**src/rtl/ram_port_arbiter.sv**
```systemverilog
// Round-robin arbiter and access sequencer sharing one single-port RAM between
// two requesters; range-checks addresses and returns read data to the owner.
module ram_port_arbiter #(
  parameter int DWIDTH = 8,
  parameter int AWIDTH = 4,
  parameter int DEPTH  = 10,
  parameter int RD_LAT = 1
) (
  input  logic              clk,
  input  logic              reset,
  input  logic              m0_req,
  input  logic              m0_wr,
  input  logic [AWIDTH-1:0] m0_addr,
  input  logic [DWIDTH-1:0] m0_wdata,
  output logic              m0_gnt,
  output logic              m0_err,
  output logic              m0_rvalid,
  output logic [DWIDTH-1:0] m0_rdata,
  input  logic              m1_req,
  input  logic              m1_wr,
  input  logic [AWIDTH-1:0] m1_addr,
  input  logic [DWIDTH-1:0] m1_wdata,
  output logic              m1_gnt,
  output logic              m1_err,
  output logic              m1_rvalid,
  output logic [DWIDTH-1:0] m1_rdata,
  output logic              wr,
  output logic [AWIDTH-1:0] addr,
  output logic [DWIDTH-1:0] datain,
  input  logic [DWIDTH-1:0] dataout
);

  typedef enum logic [1:0] {IDLE, ACCESS, RDWAIT} state_t;

  // One extra bit so DEPTH == 2**AWIDTH still compares correctly.
  localparam logic [AWIDTH:0] DEPTH_W = (AWIDTH+1)'(DEPTH);
  localparam logic [2:0]      LAT_W   = 3'(RD_LAT);

  state_t            state, state_nx;
  logic              last_grant, last_grant_nx;
  logic              owner, owner_nx;
  logic              cmd_wr, cmd_wr_nx;
  logic              cmd_ok, cmd_ok_nx;
  logic [2:0]        cnt, cnt_nx;
  logic              m0_gnt_nx, m0_err_nx, m0_rvalid_nx;
  logic              m1_gnt_nx, m1_err_nx, m1_rvalid_nx;
  logic [DWIDTH-1:0] m0_rdata_nx, m1_rdata_nx;
  logic              wr_nx;
  logic [AWIDTH-1:0] addr_nx;
  logic [DWIDTH-1:0] datain_nx;

  // last_grant: 0 = m0 was served last, 1 = m1 was served last.
  logic              pick_m1;
  logic              sel_wr;
  logic              sel_ok;
  logic [AWIDTH-1:0] sel_addr;
  logic [DWIDTH-1:0] sel_wdata;

  assign pick_m1   = m1_req && (!m0_req || !last_grant);
  assign sel_wr    = pick_m1 ? m1_wr    : m0_wr;
  assign sel_addr  = pick_m1 ? m1_addr  : m0_addr;
  assign sel_wdata = pick_m1 ? m1_wdata : m0_wdata;
  assign sel_ok    = {1'b0, sel_addr} < DEPTH_W;

  always_comb begin
    // NOTE: every output of this block gets a default first, so no path can infer a latch.
    state_nx      = state;
    last_grant_nx = last_grant;
    owner_nx      = owner;
    cmd_wr_nx     = cmd_wr;
    cmd_ok_nx     = cmd_ok;
    cnt_nx        = cnt;
    m0_gnt_nx     = 1'b0;
    m0_err_nx     = 1'b0;
    m0_rvalid_nx  = 1'b0;
    m1_gnt_nx     = 1'b0;
    m1_err_nx     = 1'b0;
    m1_rvalid_nx  = 1'b0;
    m0_rdata_nx   = m0_rdata;
    m1_rdata_nx   = m1_rdata;
    wr_nx         = 1'b0;
    addr_nx       = addr;
    datain_nx     = datain;

    unique case (state)
      IDLE: begin
        if (m0_req || m1_req) begin
          state_nx      = ACCESS;
          owner_nx      = pick_m1;
          last_grant_nx = pick_m1;
          cmd_wr_nx     = sel_wr;
          cmd_ok_nx     = sel_ok;
          m0_gnt_nx     = !pick_m1;
          m1_gnt_nx     = pick_m1;
          m0_err_nx     = !pick_m1 && !sel_ok;
          m1_err_nx     = pick_m1 && !sel_ok;
          wr_nx         = sel_wr && sel_ok;
          addr_nx       = sel_ok ? sel_addr : '0;
          datain_nx     = sel_wr ? sel_wdata : '0;
        end
      end
      ACCESS: begin
        if (cmd_wr || !cmd_ok) begin
          state_nx = IDLE;
        end else begin
          state_nx = RDWAIT;
          cnt_nx   = LAT_W;
        end
      end
      RDWAIT: begin
        cnt_nx = cnt - 3'd1;
        if (cnt == 3'd1) begin
          state_nx = IDLE;
          if (owner) begin
            m1_rvalid_nx = 1'b1;
            m1_rdata_nx  = dataout;
          end else begin
            m0_rvalid_nx = 1'b1;
            m0_rdata_nx  = dataout;
          end
        end
      end
      default: state_nx = IDLE;
    endcase
  end

  // NOTE: sequential state uses non-blocking assignments only; reset is asynchronous.
  always_ff @(posedge clk or negedge reset) begin
    if (!reset) begin
      state      <= IDLE;
      last_grant <= 1'b1;
      owner      <= 1'b0;
      cmd_wr     <= 1'b0;
      cmd_ok     <= 1'b0;
      cnt        <= '0;
      m0_gnt     <= 1'b0;
      m0_err     <= 1'b0;
      m0_rvalid  <= 1'b0;
      m0_rdata   <= '0;
      m1_gnt     <= 1'b0;
      m1_err     <= 1'b0;
      m1_rvalid  <= 1'b0;
      m1_rdata   <= '0;
      wr         <= 1'b0;
      addr       <= '0;
      datain     <= '0;
    end else begin
      state      <= state_nx;
      last_grant <= last_grant_nx;
      owner      <= owner_nx;
      cmd_wr     <= cmd_wr_nx;
      cmd_ok     <= cmd_ok_nx;
      cnt        <= cnt_nx;
      m0_gnt     <= m0_gnt_nx;
      m0_err     <= m0_err_nx;
      m0_rvalid  <= m0_rvalid_nx;
      m0_rdata   <= m0_rdata_nx;
      m1_gnt     <= m1_gnt_nx;
      m1_err     <= m1_err_nx;
      m1_rvalid  <= m1_rvalid_nx;
      m1_rdata   <= m1_rdata_nx;
      wr         <= wr_nx;
      addr       <= addr_nx;
      datain     <= datain_nx;
    end
  end

endmodule
```
**config.mk**
```make
export PLATFORM = sky130hd
export DESIGN_NAME = ram_port_arbiter
export DESIGN_NICKNAME = d
export VERILOG_FILES = /design/src/rtl/ram_port_arbiter.sv
export SDC_FILE = /design/constraint.sdc
export NUM_CORES = 1
export LEC_CHECK = 0
export ABC_AREA = 1
export BUFFER_PORTS_ARGS = -buffer_cell sky130_fd_sc_hd__buf_2
export CORE_AREA = 4 4 66 113
export DETAILED_ROUTE_END_ITERATION = 10
export DIE_AREA = 0 0 70 117
export PLACE_DENSITY = 0.52
export SLEW_MARGIN = 20
export SYNTH_ARGS = -nofsm -noshare
export SYNTH_HDL_FRONTEND = slang
export SYNTH_SLANG_ARGS = --single-unit
```
**constraint.sdc**
```tcl
create_clock -name clk -period 1.3 [get_ports clk]
set_input_delay 0.065 -clock clk [delete_from_list [all_inputs] [get_ports clk]]
set_output_delay 0.065 -clock clk [all_outputs]
set_load 0.1 [all_outputs]
```
# Word level (Yosys, flattened, before mapping)
# Cells that the tools add are included.
# word_totals
romBits,0
out_inout_bits,35
inputBits,38
ramBits,0
latch_bits,0
memories,0
regBits,44
elab_cells,72
# classes
reduce_logical,19
n_bitwise,1
magnitude_cmp,1
n_shift,0
n_mul,0
div_mod_pow,0
eq_ne,6
n_addsub,1
n_mux,27
# op_table
op,count
1-bit two-way mux,17
8-bit two-way mux,2
4-bit two-way mux,2
2-bit two-way mux,3
"2-bit != test, second input constant",3
2-bit case mux with 3 select lines,1
3-bit case mux with 2 select lines,1
2-bit AND reduction,3
3-bit AND reduction,2
1-bit zero test,5
1-bit logical AND,4
"4-bit less-than comparator, second input constant",1
"3-bit by 1-bit equality test with 1-bit output, second input constant",1
1-bit logical OR,3
3-bit two-way mux,1
"3-bit by 1-bit subtractor with 3-bit output, second input constant",1
"2-bit by 1-bit equality test with 1-bit output, second input constant",1
"2-bit equality test, second input constant",1
2-bit zero test,1
2-bit nonzero test,1
1-bit inverter,1

# Depth between registers and ports, before layout
# Gate-level depths: netlist of the first run.
# logic_depth
word_depth,9
ltp_mapped,8
depth_no_buf,8

# Worst setup path after synthesis of the first run
# No wires, ideal clock.
# synth_path
path_kind,reg-to-reg
from,register cnt[1]
to,register m0_rdata[2]
stages_incl_launch_ff,9
synth_period_minus_slack_ns,1.255
arrival_ns,1.126
path_slack_ns,0.045
setup_ns,0.129
required_time_ns,1.171
path_buffers,1
path_cell_list,dfrtp_1 > inv_1 > ha_1 > nand2_1 > inv_1 > nand3_1 > buf_2 > nand2_1 > o21ai_0
# synth_between
elab_chain_cells,2
# synth_lines
item,line_no,rtl
"start, declared",44,"logic [2:0] cnt, cnt_nx;"
"start signal, assigned",153,cnt <= cnt_nx;
3-bit by 1-bit equality test with 1-bit output,112,if (cnt == 3'd1) begin
3-bit AND reduction (no source line),--,
"end signal, assigned",157,m0_rdata <= m0_rdata_nx;
"end, declared",18,"output logic [DWIDTH-1:0] m0_rdata,"
# Every way passes these cells.
# A chain may end at the register's enable or synchronous reset.

# Final worst setup path of the first run
# layout_path
from,register cnt[1]
to,register m1_rdata[1]
# layout_between
elab_chain_cells,2
# layout_lines
item,line_no,rtl
3-bit by 1-bit equality test with 1-bit output,112,
3-bit AND reduction (no source line),--,
"end signal, assigned",161,m1_rdata <= m1_rdata_nx;
"end, declared",26,"output logic [DWIDTH-1:0] m1_rdata,"
# Every way passes these cells.

==> impl_metrics.py, run 1 <==
metrics = {
    "synthesis": {
        "syn_area_mm2": 0.001896,
        "yosys-top-cells-count": "98 x nand2_1, 43 x dfrtp_1, 23 x inv_1, 13 x o21ai_0, 7 x nor2_1",
        "synth-simple-area-share_pct": 26.60,
        "syn_nets": 260,
        "syn_area_per_cell_um2": 8.616,
        "synth-compound-area-share_pct": 5.875,
        "ys_ff_latch": 44,
        "netlist.area_leader.share_pct": 56.77,
        "muxShareOfSynthArea_pct": 0,
        "synth_edf_count": 0,
        "ys_seq_area_share_pct": 58.15,
        "synthMostInstantiatedCell": "nand2_1",
        "synthDistinctLibCells": 24,
        "synth_top_family_by_area": "simple AND/OR/NAND/NOR gates",
        "synth_ff_type": "dfrtp_1",
        "synth_top_area_cell": "dfrtp_1",
        "yosys_warnings": 0,
        "ys_async_sr_fraction_pct": 100.0,
        "synth_fa_ha_area_share_pct": 1.320,
        "yosys.area_share.xor_xnor_pct": 0.4620,
        "syn_inst": 220,
        "synthTopCellsByArea": "dfrtp_1 57%, nand2_1 19%, inv_1 4.6%",
    },
    "placement": {
        "post_dp_cell_area_mm2": 0.002431,
        "portBuffers": 72,
        "dp.cells": 381,
        "hpwl_mm": 3.584,
        "globalplace.congestion": 0.7898,
        "dpl_worst_slack_ns": -0.06438,
    },
    "die": {
        "fp.dieH_um": 117,
        "io_pins": 73,
        "dieArea_mm2": 0.008190,
        "core_mm2": 0.006539,
        "rows": 39,
        "die_w_um": 70,
        "start_util_pct": 28.99,
    },
    "critical_path": {
        "crit_path_top_delay_cell": "dfrtp_1",
        "endpoint_kind": "register",
        "path_cells": "inv_2 > ha_4 > nand2_4 > buf_6 > nor3_4 > buf_6 > buf_12 > nor2_2 > a21oi_1",
        "arrival_ns": 1.54,
        "worst_setup_path_start_kind": "register",
        "crit_fanout": 5,
        "critPathMaxStageDelay_ns": 0.37,
        "cpMostUsedCell": "buf_6",
        "critPathRequiredTime_ns": 1.51,
        "path_class": "register to register",
    },
    "hold_path": {
        "worstHoldPathType": "input port to register",
    },
    "sta": {
        "fin_hold_ws_ns": 0.03057,
        "setup_ws_ns": -0.03538,
        "rsz0062_at_grt": "true",
        "fmax_mhz": 748.9,
        "post-route-period-util_pct": 102.7,
        "period_needed_ns": 1.335,
        "fin_skew_ns": 0.004948,
        "slew_violations": 0,
        "finalHoldViolCount": 0,
        "relSlewSlack_pct": 66.65,
        "worst_pin_slew_ns": 0.5037,
        "finalSetupViolCount": 6,
    },
    "cts": {
        "clkTransAtPathRegs_ns": 0.06,
        "cts_tree": "built",
        "clock_path_buffers": 2,
        "cts_htree_levels": 2,
        "clock-sinks": 44,
        "cts-buffers-inserted": 5,
        "cts_root_buffer": "clkbuf_16",
        "clock_latency_ns": 0.29,
    },
    "layout": {
        "antenna-diode-count": 0,
        "synthToLayoutAreaGrowth_pct": 50.23,
        "fin_nets": 356,
        "final_layout_size_suffix_gt1_share_pct": 42.59,
        "fin_cells": 399,
        "final_area_mm2": 0.002848,
        "fillers": 699,
    },
    "global_routing": {
        "antenna_found_initial": 0,
        "grt-ovfl-total": 0,
        "grt_pass1_vias": 1679,
        "grt_max_degree": 19,
        "grt_pass1_wl_mm": 7.700,
        "grt_usage_pct": 12.05,
    },
    "drt": {
        "wl_per_cell_um": 12.23,
        "drt_wl_total_mm": 4.880,
        "drt_iter0_markers": 30,
        "routed_via_density": 4.268,
        "drcViolationCount": 0,
        "firstDrtPassIters": 4,
        "route.antenna.remaining_nets": 0,
        "vias": 1703,
    },
    "flow_run": {
        "cap_violations": 0,
    },
    "run_status": {
        "status": "complete, but fails checks",
        "failed_checks": "setup timing",
    },
}
==> timing repair <==
action | 4_1_cts | 5_1_grt
hold endpoints to repair | 21 | 0
resized for setup | 8 | 39
endpoints found under the setup margin | 25 | 32
hold buffers | 5 | 0
buffers inserted | 1 | 2
gates cloned | 0 | 2
pin swaps | 4 | 5
==> logic make-up after synthesis <==
logic type	count (synthesis)
xor+xnor	1
compound gates	21
fa+ha+maj	2
flops	44
buf+inv	32
simple gates	120
==> metal layers <==
layer | track usage, % | routed length [µm]
met1 | 12.57 | 1761
met2 | 21.73 | 2696
met3 | 2.991 | 272
met4 | 7.289 | 150
met5 | 0 | 0
==> final cells by class <==
| type | count | area [µm²] | share of cell area [%] |
|---|---|---|---|
| repair buffers | 94 | 605.6 | 21.27 |
| flip-flops and latches | 44 | 1102 | 38.71 |
| clock inverters | 1 | 7.507 | 0.2636 |
| multi-input cells | 144 | 778.2 | 27.33 |
| well taps | 82 | 102.6 | 3.603 |
| clock buffers | 7 | 142.6 | 5.009 |
| inverters | 27 | 108.9 | 3.822 |
==> final timing paths <==
kind / cells past startpoint / slack (ns) / startpoint / end
worst max register to register: 9 / -0.04 / cnt[1] / m1_rdata[1]
worst max-delay path: 9 / -0.04 / cnt[1] / m1_rdata[1]
min in group asynchronous: 2 / 0.24 / reset / wr
worst min register to register: 2 / 0.48 / m0_rdata[5] / m0_rdata[5]
max in group asynchronous: 3 / 0.52 / reset / m0_err
worst min-delay path: 3 / 0.03 / dataout[0] / m1_rdata[0]
==> sequential cells by signal, summed over array words and instances (netlist names) <==
signal and count:
addr 4, wr 1, m0_rvalid 1, last_grant 1, cmd_wr 1, m1_err 1
owner 1, m1_gnt 1, m0_gnt 1, m0_err 1, m1_rdata 8, datain 8
state 2, m1_rvalid 1, m0_rdata 8, cnt 3, cmd_ok 1
==> cells in the final DEF, fill, tap and decap left out, types with 2 or more instances in the layout <==
cell           instances
nand2_2               12
buf_4                 11
nor2_1                 3
o21ai_0                7
buf_12                 2
buf_6                  2
dlygate4sd3_1          5
inv_2                  2
o22ai_1                2
nand2_1               84
clkbuf_16              7
buf_2                 72
dfrtp_1               43
o21ai_1                3
o21ai_2                4
nor2_2                 5
a21oi_1                4
inv_1                 22
nand3_1                4
inv_4                  3
nand2_4                4
==> stage by stage <==
| step | TNS (ns) | util [%] |
|---|---|---|
| finish | -0.09613 | 43.55 |
| global route | -0.8875 | 43.55 |
| CTS | -0.01491 | 40.72 |
| detailed placement | -0.7097 | 37.18 |
| global placement | -0.08637 | 37.18 |
| floorplan | 0 | - |
==> worst max-delay path: cells and delay by family (launching register included) <==
kind	cells	cell delay, ns
buffers and inverters	4	0.45
flip-flops	1	0.37
AND/OR/NAND/NOR	3	0.19
adder cells (fa/ha/maj)	1	0.13
AO/OA/AOI/OAI	1	0.11
Power of run 1 is not shown: default switching activity piles up to over one toggle a cycle in this logic, so the estimate is an artifact.
==> run 2, diff against run 1 <==
CORE_AREA = 4 4 118 64   (was 4 4 66 113)
DIE_AREA = 0 0 122 68   (was 0 0 70 117)
PLACE_DENSITY = 0.5   (was 0.52)
clock period = 1.7 ns   (was 1.3 ns; I/O delays follow)
==> impl_metrics.py, run 2 (same netlist as run 1, synthesis figures left out) <==
metrics = {
    "drt": {
        "wl_per_cell_um": 11.87,
        "route.antenna.remaining_nets": 0,
        "firstDrtPassIters": 4,
        "drt_iter0_markers": 59,
        "routed_via_density": 4.063,
        "vias": 1605,
        "drcViolationCount": 0,
        "drt_wl_total_mm": 4.690,
    },
    "hold_path": {
        "whs_endpoint": "m0_rdata[5]",
        "worstHoldPathType": "input port to register",
        "min-delay-start": "dataout[5]",
        "hold_depth": 3,
    },
    "global_routing": {
        "grt-ovfl-total": 0,
        "grt_pass1_wl_mm": 7.534,
        "grt_usage_pct": 12.04,
        "grt_max_degree": 18,
        "antenna_found_initial": 0,
        "grt_pass1_vias": 1541,
    },
    "critical_path": {
        "worst_setup_path_start_kind": "register",
        "path_class": "register to register",
        "rrSetupSlack_ns": 0.33,
        "critPathRequiredTime_ns": 1.92,
        "crit_fanout": 8,
        "rr_worst_depth": 8,
        "arrival_ns": 1.60,
        "reg2reg_from": "last_grant",
        "r2r_end": "datain[2]",
        "endpoint_kind": "register",
    },
    "placement": {
        "globalplace.congestion": 0.7183,
        "hpwl_mm": 3.628,
        "portBuffers": 72,
    },
    "layout": {
        "final_layout_size_suffix_gt1_share_pct": 32.67,
        "synthToLayoutAreaGrowth_pct": 35.78,
        "top_regs": "datain (8), m0_rdata (8), m1_rdata (8)",
        "layout_commonest_cell": "nand2_1",
        "layout.area.seq_mm2": 0.001102,
        "multi_input_comb_area_um2": 649.4,
        "fin_nets": 342,
        "antenna-diode-count": 0,
        "fillers": 694,
        "mostFrequentLayoutCells": "98 x nand2_1, 72 x buf_2, 43 x dfrtp_1",
    },
    "sta": {
        "post-route-period-util_pct": 80.85,
        "worst_pin_slew_ns": 0.5186,
        "fmax_mhz": 727.6,
        "tns_ns": 0,
        "finalSetupViolCount": 0,
        "finalHoldViolCount": 0,
        "fin_skew_ns": 0.004436,
        "period_needed_ns": 1.374,
        "slew_violations": 0,
        "rsz0062_at_grt": "false",
        "relSlewSlack_pct": 65.66,
    },
    "cts": {
        "cts_tree": "built",
        "cts_root_buffer": "clkbuf_16",
        "cts-buffers-inserted": 5,
        "cts_htree_levels": 2,
        "clock_path_buffers": 2,
        "clock-sinks": 44,
        "clock_latency_ns": 0.28,
        "clkTransAtPathRegs_ns": 0.06,
    },
    "die": {
        "start_util_pct": 29.21,
        "core_mm2": 0.006490,
        "die_w_um": 122,
        "fp.dieH_um": 68,
        "rows": 21,
        "dieArea_mm2": 0.008296,
        "io_pins": 73,
    },
    "run_status": {
        "status": "complete, no violations",
    },
    "flow_run": {
        "cap_violations": 0,
    },
}
==> run 2: worst max-delay path by stage <==
stage,start,end,slack [ns],cells past startpoint
2_1_floorplan,cnt[1],m0_rdata[2],0.45,8
3_3_place_gp,cnt[1],m0_rdata[2],0.37,8
3_5_place_dp,last_grant,datain[2],0.34,8
4_1_cts,last_grant,datain[2],0.31,8
5_1_grt,last_grant,datain[2],0.16,8
6_report,last_grant,datain[2],0.33,8
==> run 2: per-layer routing <==
| layer | routed length, µm | up-vias | track usage [%] |
|---|---|---|---|
| met5 | 0 | - | 0 |
| met4 | 81 | 0 | 5.028 |
| met3 | 282 | 7 | 4.129 |
| met2 | 1845 | 37 | 16.55 |
| met1 | 2481 | 724 | 17.14 |
| li1 | - | 837 | - |
==> run 2: area by class of cell <==
type,count,share of cell area (%)
sequential,44,42.83
multi-input combinational,144,25.23
timing repair buffer,80,16.43
clock buffer,7,5.931
tap,92,4.473
inverter,27,3.938
clock inverter,1,1.167
==> run 2: critical path: stages, from the launching register on <==
cell and delay, ns:
dfstp_2 0.53, nand2_1 0.09, nand2_2 0.16, nand2_1 0.06, o21ai_0 0.07, nand2_1 0.12
inv_2 0.16, nand2_1 0.06, nand2_1 0.06
==> run 2: what timing repair did <==
action / CTS / global route
buffers inserted: 0 / 0
resized for setup: 0 / 0
endpoints found under the hold margin: 11 / 0
hold buffers: 1 / 0
==> run 2: stage by stage <==
step                      instance area (µm²)  util [%]  setup slack (ns)  std cells  hold WS, ns
after floorplan                          1896         -            0.4451        220      -0.2106
after global placement                   2381     36.69            0.3741        386    -0.008847
after detailed placement                 2381     36.69            0.3370        386    -0.001827
after CTS                                2574     39.66            0.3130        395     0.005160
after global routing                     2574     39.66            0.1632        395      0.01042
final                                    2574     39.66            0.3256        395     0.009804
Power of run 2 is left out for the same reason.
